[config.mk]
export PLATFORM = sky130hd
export DESIGN_NAME = rr_arbiter16
export DESIGN_NICKNAME = d
export VERILOG_FILES = /design/src/rtl/rr_arbiter16.sv
export SDC_FILE = /design/constraint.sdc
export NUM_CORES = 1
export LEC_CHECK = 0
export ABC_AREA = 1
export CAP_MARGIN = 10
export CELL_PAD_IN_SITES_DETAIL_PLACEMENT = 1
export CELL_PAD_IN_SITES_GLOBAL_PLACEMENT = 1
export CORE_ASPECT_RATIO = 0.8
export CORE_MARGIN = 10
export CORE_UTILIZATION = 44
export CTS_CLUSTER_SIZE = 8
export DETAILED_ROUTE_END_ITERATION = 8
export DONT_BUFFER_PORTS = 1
export GPL_TIMING_DRIVEN = 0
export PLACE_DENSITY = 0.88
export SLEW_MARGIN = 40
export SYNTH_ARGS = -nofsm -noshare
export SYNTH_HDL_FRONTEND = slang
export SYNTH_SLANG_ARGS = --single-unit
[constraint.sdc]
create_clock -name clk -period 5.1 [get_ports clk]
set_clock_uncertainty 0.1 [all_clocks]
set_input_delay 1.02 -clock clk [delete_from_list [all_inputs] [get_ports clk]]
set_output_delay 1.02 -clock clk [all_outputs]
set_load 0.02 [all_outputs]
[src/rtl/rr_arbiter16.sv]
// rr_arbiter16: round-robin arbiter for one shared 16-way resource.
//
// A rotating priority pointer picks the next owner. The search starts just past the
// previous owner. The grant is held until the owner pulses done or drops its request.
// Each release is followed by exactly one grant-free turnaround cycle. Arbitration also
// runs in that cycle, so back-to-back owners see a one-cycle gap. All outputs are
// registered, and the asynchronous reset clears them at once.
//
// Optional feature (macro ARB_TIMEOUT_EN): a hold counter force-releases a grant after
// MAX_HOLD cycles and pulses timeout for one cycle. When the macro is undefined there
// is no hold counter and timeout is tied low.
//
// Parameters:
//   MAX_HOLD   max cycles a grant may be held (ARB_TIMEOUT_EN only), 2..2^CNT_W
//   CNT_W      width of the hold counter
// Ports:
//   clk        rising-edge clock
//   rst_n      asynchronous active-low reset
//   req        per-requester level request, held until served
//   done       one-cycle release pulse from the current owner
//   grant      one-hot grant, all-zero when there is no owner
//   grant_idx  binary index of the owner; holds the last owner while idle
//   busy       high while a grant is active
//   timeout    one-cycle pulse when a grant is force-released
module rr_arbiter16 #(
    parameter int unsigned MAX_HOLD = 64,
    parameter int unsigned CNT_W    = 7
) (
    input  logic        clk,
    input  logic        rst_n,
    input  logic [15:0] req,
    input  logic        done,
    output logic [15:0] grant,
    output logic [3:0]  grant_idx,
    output logic        busy,
    output logic        timeout
);

    // Elaboration-time sanity check on the hold limit.
    if (MAX_HOLD < 2 || MAX_HOLD > (1 << CNT_W)) begin : g_param_check
        $error("rr_arbiter16: MAX_HOLD must lie in 2..2^CNT_W");
    end

    typedef enum logic [1:0] {
        StIdle,
        StGrant,
        StRelease
    } state_e;

    state_e      state_q, state_d;
    logic [15:0] grant_q, grant_d;
    logic [3:0]  grant_idx_q, grant_idx_d;
    logic        busy_q, busy_d;
    logic [3:0]  ptr_q, ptr_d;

    logic        win_found;
    logic [3:0]  win_idx;
    logic        norm_rel;
    logic        hold_expired;

    // Rotating priority search: ptr, ptr+1, ... wrapping mod 16 through the 4-bit sum.
    always_comb begin
        win_found = 1'b0;
        win_idx   = ptr_q;
        for (int k = 0; k < 16; k++) begin
            if (!win_found && req[ptr_q + 4'(k)]) begin
                win_found = 1'b1;
                win_idx   = ptr_q + 4'(k);
            end
        end
    end

    // Normal release: an explicit done, or the owner's request going away.
    assign norm_rel = done || !req[grant_idx_q];

`ifdef ARB_TIMEOUT_EN
    logic [CNT_W-1:0] hold_cnt_q, hold_cnt_d;
    logic             timeout_q, timeout_d;

    assign hold_expired = (hold_cnt_q == CNT_W'(MAX_HOLD - 1));

    // Counter is zero on entry to GRANT and counts every cycle spent there.
    always_comb begin
        hold_cnt_d = '0;
        timeout_d  = 1'b0;
        if (state_q == StGrant) begin
            hold_cnt_d = hold_cnt_q + 1'b1;
            // A normal release in the same cycle takes precedence.
            timeout_d  = hold_expired && !norm_rel;
        end
    end

    always_ff @(posedge clk or negedge rst_n) begin
        if (!rst_n) begin
            hold_cnt_q <= '0;
            timeout_q  <= 1'b0;
        end else begin
            hold_cnt_q <= hold_cnt_d;
            timeout_q  <= timeout_d;
        end
    end

    assign timeout = timeout_q;
`else
    assign hold_expired = 1'b0;
    assign timeout      = 1'b0;
`endif

    always_comb begin
        state_d     = state_q;
        grant_d     = grant_q;
        grant_idx_d = grant_idx_q;
        busy_d      = busy_q;
        ptr_d       = ptr_q;
        unique case (state_q)
            StIdle, StRelease: begin
                if (win_found) begin
                    grant_d     = 16'd1 << win_idx;
                    grant_idx_d = win_idx;
                    busy_d      = 1'b1;
                    state_d     = StGrant;
                end else begin
                    grant_d = '0;
                    busy_d  = 1'b0;
                    state_d = StIdle;
                end
            end
            StGrant: begin
                // Requests from non-owners are ignored here; there is no preemption.
                if (norm_rel || hold_expired) begin
                    grant_d = '0;
                    busy_d  = 1'b0;
                    ptr_d   = grant_idx_q + 4'd1;
                    state_d = StRelease;
                end
            end
            default: begin
                grant_d = '0;
                busy_d  = 1'b0;
                state_d = StIdle;
            end
        endcase
    end

    always_ff @(posedge clk or negedge rst_n) begin
        if (!rst_n) begin
            state_q     <= StIdle;
            grant_q     <= '0;
            grant_idx_q <= '0;
            busy_q      <= 1'b0;
            ptr_q       <= '0;
        end else begin
            state_q     <= state_d;
            grant_q     <= grant_d;
            grant_idx_q <= grant_idx_d;
            busy_q      <= busy_d;
            ptr_q       <= ptr_d;
        end
    end

    assign grant     = grant_q;
    assign grant_idx = grant_idx_q;
    assign busy      = busy_q;

endmodule

==> summary.txt <==
Clocking
  • Clock tree root driver cell: clkbuf_8
  • CTS sink count: 26
  • TritonCTS Buffers: 3
  • Hold-fix buffers, CTS: 0
  • H-tree Lvls: 1
  • CTS clk-pin slew, worst paths: 0.09 ns
  • Max clock buf depth: 2
  • Worst-skew pair later-pin latency: 0.28 ns
  • CTS tree: done

Route
  • First-iteration detailed-routing DRC count: 229
  • Drt pass-1 iters: 4
  • Antenna-violating nets left: 0
  • Vias per cell: between 5 and 6
  • Drt drc: 0
  • DR WL/cell: 17.84 um
  • Post-Route WL: 11380 um
  • Total number of vias: approximately 3600

Setup path
  • CP arrival: 4.64 ns
  • Crit path kind: reg -> reg
  • Worst EP required: 5.22 ns
  • CP max stage cell: dfrtp_1
  • Most frequent CP cell: nand2_1
  • CP endpoint kind: flip-flop
  • Crit Path Max Fanout: 13
  • Worst setup SP type: flip-flop
  • Largest stage delay on the critical path: 0.46 ns

STA
  • Final Cycle Share: 0.8861
  • FMAX: between 200 and 250 MHz
  • Hold Violations, Final: 0
  • RSZ-0062 raised after global routing: false
  • Fin Setup TNS: 0 ns
  • Final Critical Period: between 4 and 5 ns
  • Worst-Margin Slew: 0.8343 ns
  • Endpoints failing setup: 0
  • Hold Slack: 0.3200 ns
  • Slew headroom: 0.4379
  • Slew Limit Fails: 0

Synth
  • Mean Syn Cell Area: 5.770 um^2
  • Syn nets: 576
  • Yosys top cell area share: 0.2517
  • Netlist area before placement: roughly 3200 um^2
  • Synth Instances: 548
  • Seq/Total Area, Yosys: 0.2058
  • Area leader, netlist: nand2_1
  • Ys flop type: dfrtp_1
  • Post-synthesis mux area share: 0.003166
  • Flops & latches, synth: 26
  • Yosys warnings: 0
  • Asr flop ratio synth: 1.000
  • Post-synthesis adder-cell area fraction: 0.03562
  • Top post-synthesis cells by count: nand2_1 (212), nand3_1 (102), inv_1 (56)
  • Xor-xnor portion of the synthesized cell area: 0.03562
  • Count leader, synth: nand2_1
  • Combinational family with the most area after synthesis: simple AND/OR/NAND/NOR gates
  • Count of cell types in the netlist: 39
  • Compound-gate portion of the synthesized area: 0.07875
  • Post-Synth Simple-Gate Area: 0.5410
  • Area contributors post-synth: nand2_1 (25%), dfrtp_1 (21%), nand3_1 (16%)
  • Number of flops mapped to enable cells by yosys: 0

Placed design
  • Gpl congestion: 0.9212
  • # port buffers: 0
  • DP Wirelength: 9457 um

Floorplan
  • Starting Density: 0.4565
  • Die height: 95.82 um
  • Boundary Pins: between 40 and 50
  • Core Box Area: 6925 um^2
  • DIE WIDTH: 114.8 um
  • Placement Rows: 27
  • Die area: 11000 um^2

Finish
  • Fin nets: between 500 and 600
  • Area overhead of the layout relative to synthesis: 5.778%
  • Util after Layout: 0.4829
  • Antenna cells: 0
  • Layout cells sized above 1: 0.07985

Global route
  • Largest net degree at the start of global routing: 27
  • Initial antenna violation count: 0
  • GRT Residual Overflow: 0
  • Vias in the first global route: 3543
  • GRT Util Overall: 0.2060
  • First-pass GRT wire length: 18440 um

Worst hold path
  • Worst min path class: in -> async

Run status
  • Outcome: complete, no violations

Job
  • Max-cap violations: 0
## worst paths after layout
kind	startpoint	cells past startpoint	to	slack, ns
worst max-delay path	ptr_q[1]	25	grant[4]	0.58
worst min-delay path	rst_n	0	grant[15]	0.32
worst max register to register	ptr_q[1]	25	grant[4]	0.58
worst min register to register	state_q[1]	1	state_q[1]	0.49
max in group asynchronous	rst_n	0	grant_idx[1]	4.50
min in group clk	state_q[1]	1	state_q[1]	0.49
## metal layers
metal,global-route usage,part of all wire,vias up
li1,-,-,1773
met1,0.2673,0.43,1729
met2,0.3456,0.47,92
met3,0.04789,0.090,8
met4,0.03704,0.0082,0
met5,0,0,-
## cell usage in the layout, fill, tap and decap left out, types with 5 or more instances in the layout
master	instances
o21ai_0	28
dfrtp_1	26
nand2_1	212
nor2_1	29
ha_1	9
buf_2	5
nand4_1	9
nand3_1	102
xor2_1	11
inv_2	5
inv_1	56
nand2_2	5
nor2_2	5
## layout make-up
| cell class | count | area, um^2 |
|---|---|---|
| fill | 990 | 3581 |
| multi-input combinational | 446 | 2203 |
| sequential | 26 | 650.6 |
| inverter | 63 | 239.0 |
| tap | 87 | 108.9 |
| buffer | 12 | 71.32 |
| clock buffer | 3 | 41.29 |
| clock inverter | 1 | 30.03 |
## metrics by stage
step           cell area, um^2  instances  setup WS, ns
2_1_floorplan             3162        548         1.353
3_3_place_gp              3271        635        0.2551
3_5_place_dp              3271        635       0.07123
4_1_cts                   3342        639       0.02018
5_1_grt                   3344        638        0.1549
6_report                  3344        638        0.5807
## worst max-delay path: cells and delay by family (launching register included)
family / cells / cell delay (ns)
compound gates: 2 / 0.50
flops: 1 / 0.46
simple gates: 16 / 2.04
buf+inv: 6 / 1.05
fa+ha+maj: 1 / 0.33
## registers in the layout (all words and copies together) (netlist names)
signal / flops
state_q: 2
ptr_q: 4
grant: 16
grant_idx: 4
## what timing repair did
| action | CTS | global route |
|---|---|---|
| buffers inserted | 0 | 0 |
| endpoints found under the setup margin | 0 | 21 |
| gates resized for setup | 0 | 1 |
## cells by family after synthesis
family,after synthesis
buf+inv,76
xor+xnor,12
fa+ha+maj,9
flops,26
compound gates,44
simple gates,379
mux,1
other cells,1
Power is not shown: default switching activity piles up to over one toggle a cycle in this logic, so the estimate is an artifact.
